[src/rtl/lsu_mem_stage.sv]
// Load/store unit memory stage: turns one load/store per instruction into a dmem req/ready transaction.
// Optional misaligned-access trap enabled by defining LSU_MISALIGN_TRAP_EN.
module lsu_mem_stage #(
   parameter int unsigned TIMEOUT = 16
) (
   input  logic        clk,
   input  logic        rst_n,
   input  logic        mem_read,
   input  logic        mem_write,
   input  logic [2:0]  funct3,
   input  logic [31:0] addr,
   input  logic [31:0] wdata,
   output logic        stall,
   output logic        done,
   output logic [31:0] rdata,
   output logic        bus_err,
   output logic        misalign,
   output logic        dmem_req,
   output logic        dmem_we,
   output logic [31:0] dmem_addr,
   output logic [3:0]  dmem_be,
   output logic [31:0] dmem_wdata,
   input  logic        dmem_ready,
   input  logic [31:0] dmem_rdata
);

   localparam int unsigned CNT_W    = (TIMEOUT > 1) ? $clog2(TIMEOUT) : 1;
   localparam int unsigned CNT_LAST = (TIMEOUT == 0) ? 0 : TIMEOUT - 1;

   typedef enum logic [1:0] {IDLE, REQ, DONE} state_t;

   state_t             state_q, state_d;
   logic [CNT_W-1:0]   cnt_q, cnt_d;
   logic [2:0]         f3_q, f3_d;
   logic [1:0]         off_q, off_d;
   logic               req_q, req_d, we_q, we_d;
   logic [31:0]        addr_q, addr_d, wdata_q, wdata_d, rdata_q, rdata_d;
   logic [3:0]         be_q, be_d;
   logic               done_q, done_d, err_q, err_d, mis_q, mis_d;
   logic               stall_c;

   logic               op_c, is_b_c, is_h_c, mis_c;
   logic [3:0]         be_c;
   logic [31:0]        wd_c, fmt_c;
   logic [7:0]         byte_c;
   logic [15:0]        half_c;

   // Access size decode and store lane placement from the live instruction
   always_comb begin
      op_c   = mem_read | mem_write;
      is_b_c = (funct3 == 3'b000) || (funct3 == 3'b100);
      is_h_c = (funct3 == 3'b001) || (funct3 == 3'b101);
      if (is_b_c) begin
         be_c = 4'b0001 << addr[1:0];
         wd_c = {4{wdata[7:0]}};
      end else if (is_h_c) begin
         be_c = 4'b0011 << {addr[1], 1'b0};
         wd_c = {2{wdata[15:0]}};
      end else begin
         be_c = 4'b1111;
         wd_c = wdata;
      end
`ifdef LSU_MISALIGN_TRAP_EN
      mis_c = (is_h_c && addr[0]) || (!is_b_c && !is_h_c && (addr[1:0] != 2'b00));
`else
      mis_c = 1'b0;
`endif
   end

   // Load extraction and extension using the latched funct3/offset
   always_comb begin
      byte_c = 8'(dmem_rdata >> {off_q, 3'b000});
      half_c = 16'(dmem_rdata >> {off_q[1], 4'b0000});
      case (f3_q)
         3'b000:  fmt_c = {{24{byte_c[7]}}, byte_c};
         3'b100:  fmt_c = {24'd0, byte_c};
         3'b001:  fmt_c = {{16{half_c[15]}}, half_c};
         3'b101:  fmt_c = {16'd0, half_c};
         default: fmt_c = dmem_rdata;
      endcase
   end

   always_comb begin
      state_d = state_q;
      cnt_d   = cnt_q;
      f3_d    = f3_q;
      off_d   = off_q;
      req_d   = req_q;
      we_d    = we_q;
      addr_d  = addr_q;
      be_d    = be_q;
      wdata_d = wdata_q;
      rdata_d = rdata_q;
      done_d  = 1'b0;
      err_d   = 1'b0;
      mis_d   = 1'b0;
      stall_c = 1'b0;
      case (state_q)
         IDLE: begin
            if (op_c && mis_c) begin
               done_d  = 1'b1;
               mis_d   = 1'b1;
               rdata_d = 32'd0;
            end else if (op_c) begin
               stall_c = 1'b1;
               state_d = REQ;
               req_d   = 1'b1;
               we_d    = mem_write;
               addr_d  = {addr[31:2], 2'b00};
               be_d    = be_c;
               wdata_d = wd_c;
               f3_d    = funct3;
               off_d   = addr[1:0];
               cnt_d   = '0;
            end
         end
         REQ: begin
            stall_c = 1'b1;
            cnt_d   = cnt_q + CNT_W'(1);
            if (dmem_ready) begin
               state_d = DONE;
               req_d   = 1'b0;
               done_d  = 1'b1;
               rdata_d = we_q ? 32'd0 : fmt_c;
            end else if ((TIMEOUT != 0) && (cnt_q == CNT_W'(CNT_LAST))) begin
               state_d = DONE;
               req_d   = 1'b0;
               done_d  = 1'b1;
               err_d   = 1'b1;
               rdata_d = 32'd0;
            end
         end
         DONE:    state_d = IDLE;
         default: state_d = IDLE;
      endcase
   end

   always_ff @(posedge clk or negedge rst_n) begin
      if (!rst_n) begin
         state_q <= IDLE;
         cnt_q   <= '0;
         f3_q    <= 3'd0;
         off_q   <= 2'd0;
         req_q   <= 1'b0;
         we_q    <= 1'b0;
         addr_q  <= 32'd0;
         be_q    <= 4'd0;
         wdata_q <= 32'd0;
         rdata_q <= 32'd0;
         done_q  <= 1'b0;
         err_q   <= 1'b0;
         mis_q   <= 1'b0;
      end else begin
         state_q <= state_d;
         cnt_q   <= cnt_d;
         f3_q    <= f3_d;
         off_q   <= off_d;
         req_q   <= req_d;
         we_q    <= we_d;
         addr_q  <= addr_d;
         be_q    <= be_d;
         wdata_q <= wdata_d;
         rdata_q <= rdata_d;
         done_q  <= done_d;
         err_q   <= err_d;
         mis_q   <= mis_d;
      end
   end

   // Stall is forced low while reset is held so the core is released immediately
   assign stall      = stall_c & rst_n;
   assign done       = done_q;
   assign rdata      = rdata_q;
   assign bus_err    = err_q;
   assign misalign   = mis_q;
   assign dmem_req   = req_q;
   assign dmem_we    = we_q;
   assign dmem_addr  = addr_q;
   assign dmem_be    = be_q;
   assign dmem_wdata = wdata_q;

endmodule

[config.mk]
export PLATFORM = sky130hd
export DESIGN_NAME = lsu_mem_stage
export DESIGN_NICKNAME = d
export VERILOG_FILES = /design/src/rtl/lsu_mem_stage.sv
export SDC_FILE = /design/constraint.sdc
export NUM_CORES = 1
export LEC_CHECK = 0
export ABC_AREA = 0
export CORE_MARGIN = 4
export CORE_UTILIZATION = 47
export DETAILED_ROUTE_END_ITERATION = 8
export HOLD_SLACK_MARGIN = 0.06
export PLACE_DENSITY_LB_ADDON = 0.3
export SYNTH_ARGS = -nofsm -noshare
export SYNTH_HDL_FRONTEND = slang
export SYNTH_SLANG_ARGS = --single-unit
[constraint.sdc]
create_clock -name clk -period 3.05 [get_ports clk]
set_clock_uncertainty 0.05 [all_clocks]
set_input_delay 0.305 -clock clk [delete_from_list [all_inputs] [get_ports clk]]
set_output_delay 0.305 -clock clk [all_outputs]
set_load 0.02 [all_outputs]
# Yosys cells after proc, flatten, opt, wreduce, memory -nomap -nowiden
# Cells that the tools add are included.
[totals] input_bits=104 output_inout_bits=106 wordCells=66 regBits=113
[op_classes] eq_ne=10 muxes=25 reduce_logical=12 n_bitwise=2 add_sub_neg=1 n_shift=4
[op_table] op="$mux 32" count=5
[op_table] op="$pmux 32 s4" count=1
[op_table] op="$shr 32x5->16" count=1
[op_table] op="$shr 32x5->8" count=1
[op_table] op="$eq 3x3->1 const B" count=4
[op_table] op="$mux 4" count=3
[op_table] op="$mux 1" count=9
[op_table] op="$pmux 4 s2" count=1
[op_table] op="$reduce_and 2->1" count=4
[op_table] op="$eq 3x1->1 const B" count=2
[op_table] op="$logic_not 3->1" count=2
[op_table] op="$mux 2" count=3
[op_table] op="$add 4x1->4 const B" count=1
[op_table] op="$eq 4x4->1 const B" count=1
[op_table] op="$pmux 1 s2" count=2
[op_table] op="$pmux 2 s2" count=1
[op_table] op="$reduce_bool 2->1" count=2
[op_table] op="$shl 1x2->4 const A" count=1
[op_table] op="$shl 2x2->4 const A" count=1
[op_table] op="$ne 3x3->1 const B" count=1
[op_table] op="$reduce_and 3->1" count=1
[op_table] op="$eq 2x1->1 const B" count=1
[op_table] op="$logic_not 2->1" count=1
[op_table] op="$logic_or 1x1->1" count=2
[op_table] op="other kinds (3)" count=3

# Logic depth before layout (Yosys ltp)
# Gate-level depths: netlist of the first run.
[depth] depth_word=4 ltp_mapped=6 mapped_depth_nobuf=6

# Least setup slack after synthesis of the first run
# Ideal clock, no wire load.
[synth_path] path_type="reg-to-reg" startpoint="reg cnt_q[0]" endpoint="reg rdata_q[22], in the netlist rdata[22]" stages_incl_launch_ff=6 setup_ns=0.067 synth_period_minus_slack_ns=1.650 setup_slack_ns=1.400 arrival_ns=1.533 required_ns=2.933 cell_sequence="dfrtp_1 -> ha_1 -> and3_1 -> o21ai_1 -> clkbuf_1 -> a221o_1"
[synth_between] elab_chain_len=3
[synth_lines] item="start: declaration" line="33" source="logic [CNT_W-1:0] cnt_q, cnt_d;"
[synth_lines] item="start signal: assignment" line="155" source="cnt_q <= cnt_d;"
[synth_lines] item="$eq 4x4->1" line="125" source="end else if ((TIMEOUT != 0) && (cnt_q == CNT_W'(CNT_LAST))) begin"
[synth_lines] item="$reduce_bool 2->1 (no line)"
[synth_lines] item="$reduce_and 2->1 (no line)"
[synth_lines] item="end signal: assignment" line="163" source="rdata_q <= rdata_d;"
[synth_lines] item="end: declaration" line="37" source="logic [31:0] addr_q, addr_d, wdata_q, wdata_d, rdata_q, rdata_d;"
# No other way between the ends.
# A chain may end at the register's enable or synchronous reset.

# Worst setup path after layout of the first run
[layout_path] startpoint="reg state_q[0]" endpoint="out stall"
[layout_between] elab_chain_len=3 word_cells_on_any_way=4 classes_between="eq/ne: 1; mux: 1; bitwise: 1; reduce/logical: 1"
[layout_lines] item="start: declaration" line="32" source="state_t state_q, state_d;"
[layout_lines] item="start signal: assignment" line="154" source="state_q <= state_d;"
[layout_lines] item="$eq 2x1->1 / $logic_not 2->1 (equally long branches)" line="98" source="case (state_q)"
[layout_lines] item="$pmux 1 s2 *" line="98"
[layout_lines] item="$and 1x1->1 *" line="171" source="assign stall = stall_c & rst_n;"
[layout_lines] item="end: declaration" line="13" source="output logic stall,"
# Every way passes the cells marked *; elsewhere a longest branch is shown, timed or not.

==> qor.yml, run 1 <==
status: "finished clean"
grt_max_degree: 89
grt_setup_unrepaired: "false"
use_met3: 0.0925
ys_async_sr_fraction: 1.00
initialDrtViolationCount: 334
startpoint_type: "flop"
use_met1: 0.287
totalNegativeSetupSlack_ns: 0
busiest_layer: "met2"
setup_slack_ns: 0.819
p_leak_nw: 3.57
nets: 826
hold_violations: 0
grt_pass1_wl_mm: 25.4
period_share: 0.732
core-area_um2: 10500
initial_core_util: 0.491
drive_gt1_frac: 0.0749
arrival_ns: 1.88
grt-ovfl-total: 0
end_kind: "output port"
io_buffer_count: 206
cts_resized: 0
required_ns: 2.69
clk_pin_slew_ns: 0.06
synth_cell_type_count: 48
grt_antenna_before_repair: 0
post-route-min-period_ns: 2.23
crit_path_cell_trace: "nor3_1 > nor3b_1 > clkdlybuf4s50_1"
htree_levels: 4
synthCells: 525
insertion_delay_ns: 0.50
yosys_warnings: 0
rr_startpoint: "off_q[1]"
post_drt_wl_per_cell_um: 18.3
path_max_fanout: 6
grt_use_met2: 0.433
fin_area_um2: 7910
clock-sinks: 113
route.vias.total: 4680
cts_root_buf: "clkbuf_8"
drc_errors: 0
ir_drop_mv: 0.552
multi_input_area_um2: 2150
wl_mm: 15.9
whs_ns: 0.282
place_ws_ns: 0.759
power_mw: 8.77
via_per_inst: 5.38
ys_ff_latch: 113
numCtsBuffers: 17
synthesis.area_um2: 5160
max-clock-path-buffers: 2
final_max_slew_viol_count: 0
antennaDiodeCount: 0
crit_path_max_incr_delay_ns: 0.64
die_h_um: 113
die_area_um2: 12700
gp_congestion: 0.869
area_growth_pct: 53.3
worstSetupPathType: "flop to output port"
synth-edff-count: 0
seq_area_um2: 2830
rows: 37
startpoint: "state_q[0]"
grt_pass1_vias: 4896
tightest_slew_ns: 1.00
ys.flop_type: "dfrtp_1"
place_area_um2: 7290
syn_avg_cell_area_um2: 9.83
ant_nets: 0
final-setup-viol-count: 0
fp.dieW_um: 113
io_pins: 210
worstHoldPathType: "primary input to flop"
fmax_ghz: 0.448
postCtsSetupBuffers: 0
cts_tree: "done"
first_pass_iters: 5
p_per_area_nw_per_um2: 1110
slowest_stage: "clkdlybuf4s50_1"
drv_cap: 0
track_usage: 0.252
seq_area_frac_synth: 0.548
hpwl_mm: 11.5
fill_cells: 737
relSlewSlack: 0.330
hold_start: "addr[9]"
## layer usage
metal  wire [µm]  vias up
li1            -     2195
met1        5960     2237
met2        8150      204
met3        1280       44
met4         535        0
met5           0        -
## flip-flops by register name, summed over array words and instances, names as in the netlist, 2 cells and up
| name | count |
|---|---|
| cnt_q | 4 |
| dmem_addr | 30 |
| off_q | 2 |
| dmem_be | 4 |
| dmem_wdata | 32 |
| rdata | 32 |
| state_q | 2 |
| f3_q | 3 |
## through the flow
step                instances  utilization
global placement          837        0.693
finish                    870        0.753
floorplan                 527            -
CTS                       870        0.753
global route              870        0.753
detailed placement        837        0.693
## final cells by class
class	instances	share of cell area
Tap cell	136	0.0215
Timing Repair Buffer	213	0.269
Sequential cell	113	0.358
Clock inverter	12	0.0198
Multi-Input combinational cell	370	0.272
Clock buffer	20	0.0576
Inverter	6	0.00285
## cell families after synthesis
| family | synth area share |
|---|---|
| buffers and inverters | 0.0400 |
| multiplexers | 0.0781 |
| AND/OR/NAND/NOR | 0.181 |
| other | 0.000727 |
| adder cells (fa/ha/maj) | 0.00242 |
| AO/OA/AOI/OAI | 0.150 |
| flip-flops | 0.548 |
## final timing paths
kind,to,slack [ns],depth (start not counted)
worst max-delay path,stall,0.82,3
worst min-delay path,dmem_addr[9],0.28,3
worst max register to register,rdata[25],0.83,4
worst min register to register,dmem_wdata[7],0.42,2
max in group asynchronous,dmem_be[3],1.23,4
min in group asynchronous,cnt_q[3],0.46,3
## repair_timing
action                     CTS  global route
setup endpoints to repair    0             0
hold endpoints to repair    51             0
hold buffers                 1             0
## Yosys cell counts, types with 2 or more instances
library cell,count,share of area
nand2b_1,17,0.021
mux2_4,2,0.0058
nor3b_1,2,0.0029
mux4_2,2,0.0087
nor2_1,17,0.012
a31oi_1,3,0.0036
clkbuf_1,20,0.015
dfrtp_1,113,0.55
a21oi_1,18,0.017
nor2b_1,6,0.0073
a221o_1,17,0.033
o21ai_0,42,0.041
o21ai_1,3,0.0029
a211oi_1,3,0.0044
o221ai_1,3,0.0051
buf_6,2,0.0044
a32o_1,8,0.016
nor3_1,4,0.0039
buf_2,12,0.012
mux2i_1,28,0.054
buf_4,3,0.0044
mux2_2,3,0.0065
a22o_1,8,0.014
nand2_1,157,0.11
and3_1,2,0.0024
and2_1,3,0.0036
inv_1,6,0.0044
## critical path: cells and delay by family, from the launching register on
family                 cells  cell delay (ns)
buffers and inverters      1             0.64
DFF                        1             0.44
and+or+nand+nor            2             0.30
## power breakdown
part           internal (mW)  total, mW  switching (mW)
combinational           1.86       4.01            2.16
sequential              2.20       2.75           0.552
clock                   1.31       2.01           0.697
total                   5.37       8.77            3.40
## cell usage in the layout, fill, tap and decap left out, types with 8 or more instances in the layout
cell	instances
clkdlybuf4s50_1	205
nor2_1	17
o21ai_0	41
nand2b_1	17
a22o_1	8
a221o_1	17
nand2_1	157
mux2i_1	28
clkbuf_16	16
dfrtp_1	113
a32o_1	8
a21oi_1	18
Note: power is estimated with default switching activity, not from simulation.
==> inputs of run 2 (changes only) <==
--- a/config.mk
+++ b/config.mk
@@ -7,7 +7,7 @@
 export LEC_CHECK = 0
 export ABC_AREA = 0
 export CORE_MARGIN = 4
-export CORE_UTILIZATION = 47
+export CORE_UTILIZATION = 39
 export DETAILED_ROUTE_END_ITERATION = 8
 export HOLD_SLACK_MARGIN = 0.06
 export PLACE_DENSITY_LB_ADDON = 0.3
==> constraint.sdc (replaced) <==
create_clock -name clk -period 2 [get_ports clk]
set_clock_uncertainty 0.05 [all_clocks]
set_input_delay 0.2 -clock clk [delete_from_list [all_inputs] [get_ports clk]]
set_output_delay 0.2 -clock clk [all_outputs]
set_load 0.02 [all_outputs]
==> run 2 against run 1 <==
Sequential power rose by 48%. Clock-buffer cell count fell by 2. Wire length increased by 1.3%. Die area rose by 19%. Final cell count up 5.9%. Core utilization fell by 12 points. Register-to-register slack worse by 0.62 ns. Flip-flop and latch count unchanged.
==> qor.yml, run 2 (same netlist as run 1, synthesis figures left out) <==
status: "finished clean"
gp_congestion: 0.951
first_pass_iters: 5
path_max_fanout: 16
cts_root_buf: "clkbuf_16"
clk_pin_slew_ns: 0.06
io_buffer_count: 206
whs_ns: 0.269
ir_drop_mv: 1.01
grt_pass1_wl_mm: 25.3
fill_cells: 1014
rows: 41
worst-path-buf-inv: 1
grt-ovfl-total: 0
drc_errors: 0
via_per_inst: 5.16
clock-sinks: 113
required_ns: 2.23
hpwl_mm: 11.8
arrival_ns: 2.02
max-clock-path-buffers: 2
fp.dieW_um: 123
post_drt_wl_per_cell_um: 17.5
initialDrtViolationCount: 364
cts_tree: "done"
drive_gt1_frac: 0.0935
hold_violations: 0
post-route-min-period_ns: 1.79
drv_cap: 0
grt_setup_unrepaired: "false"
final-setup-viol-count: 0
fin_util: 0.635
grt_pass1_vias: 5038
route.vias.total: 4754
area_growth_pct: 57.1
slowest_stage: "dfrtp_1"
place_ws_ns: 0.140
startpoint_type: "flop"
fmax_ghz: 0.558
power_mw: 13.5
initial_core_util: 0.404
tightest_slew_ns: 0.630
final_cell_mix: "clkdlybuf4s50_1 (204), nand2_1 (157), dfrtp_1 (113), o21ai_0 (41), mux2i_1 (28)"
setup_slack_ns: 0.207
die_area_um2: 15100
ant_nets: 0
period_share: 0.897
insertion_delay_ns: 0.40
crit_path_max_incr_delay_ns: 0.50
grt_antenna_before_repair: 0
track_usage: 0.217
worstSetupPathType: "flop to flop"
numCtsBuffers: 17
die_h_um: 123
multi_input_area_um2: 2150
final_max_slew_viol_count: 0
wl_mm: 16.1
p_leak_nw: 3.66
nets: 841
io_pins: 210
crit_path_cell_trace: "mux2_2 > mux2i_2 > nor4_4 > buf_12 > a221o_1"
seq_area_um2: 2830
critPathTopFamily: "multiplexers"
htree_levels: 4
antennaDiodeCount: 0
grt_max_degree: 114
relSlewSlack: 0.580
totalNegativeSetupSlack_ns: 0
end_kind: "flop"
core-area_um2: 12800
final_common_cell: "clkdlybuf4s50_1"
worstHoldPathType: "primary input to flop"
p_per_area_nw_per_um2: 1660
[run 2: metal layers]
layer	global-route usage	wire, µm	vias to the layer above
li1	-	-	2239
met5	0	0	-
met1	0.247	6000	2267
met3	0.106	2010	27
met2	0.343	7670	221
met4	0.103	459	0
[run 2: layout make-up]
type,count,share of cell area
Multi-Input combinational cell,370,0.265
Timing Repair Buffer,228,0.282
Tap cell,172,0.0265
Clock inverter,14,0.0204
Clock buffer,18,0.0542
Sequential cell,113,0.349
Inverter,6,0.00278
[run 2: path summary, 6_finish.rpt]
check                      slack [ns]     startpoint             to  depth (start not counted)
setup / recovery                 0.21       off_q[1]      rdata[24]                          5
hold / removal                   0.27        addr[7]   dmem_addr[7]                          3
setup reg to reg                 0.21       off_q[1]      rdata[24]                          5
hold reg to reg                  0.43  dmem_addr[17]  dmem_addr[17]                          2
max in group asynchronous        1.01          rst_n  dmem_wdata[0]                          3
min in group asynchronous        0.39          rst_n       cnt_q[3]                          3
[run 2: timing repair]
item                                   in CTS  in global routing
buffers inserted                            0                  0
setup endpoints to repair                   1                  0
hold buffers                                1                  0
resized for setup                           1                  0
endpoints found under the hold margin     113                  0
[run 2: tightest hold or removal path, stage by stage]
cell and delay, ns:
clkdlybuf4s50_1 0.39, nand2_1 0.06, nand2_1 0.04
[run 2: per-stage QoR]
step,instances,cell area (µm²)
4_1_cts,921,8110
2_1_floorplan,527,5170
3_5_place_dp,888,7490
6_report,921,8110
3_3_place_gp,888,7490
5_1_grt,921,8110
[run 2: report_power, final]
part           leakage [nW]  internal (mW)  switching (mW)
Clock                 0.284           1.98            1.07
Sequential             1.42           3.36           0.719
Combinational          1.95           2.96            3.40
Total                  3.66           8.30            5.18
==> inputs of run 3 (changes only) <==
--- a/config.mk
+++ b/config.mk
@@ -11,6 +11,7 @@
 export DETAILED_ROUTE_END_ITERATION = 8
 export HOLD_SLACK_MARGIN = 0.06
 export PLACE_DENSITY_LB_ADDON = 0.3
+export SETUP_SLACK_MARGIN = 0.1
 export SYNTH_ARGS = -nofsm -noshare
 export SYNTH_HDL_FRONTEND = slang
 export SYNTH_SLANG_ARGS = --single-unit
==> results of run 3 <==
Final layout, timing and power as in run 2 (identical DEF).
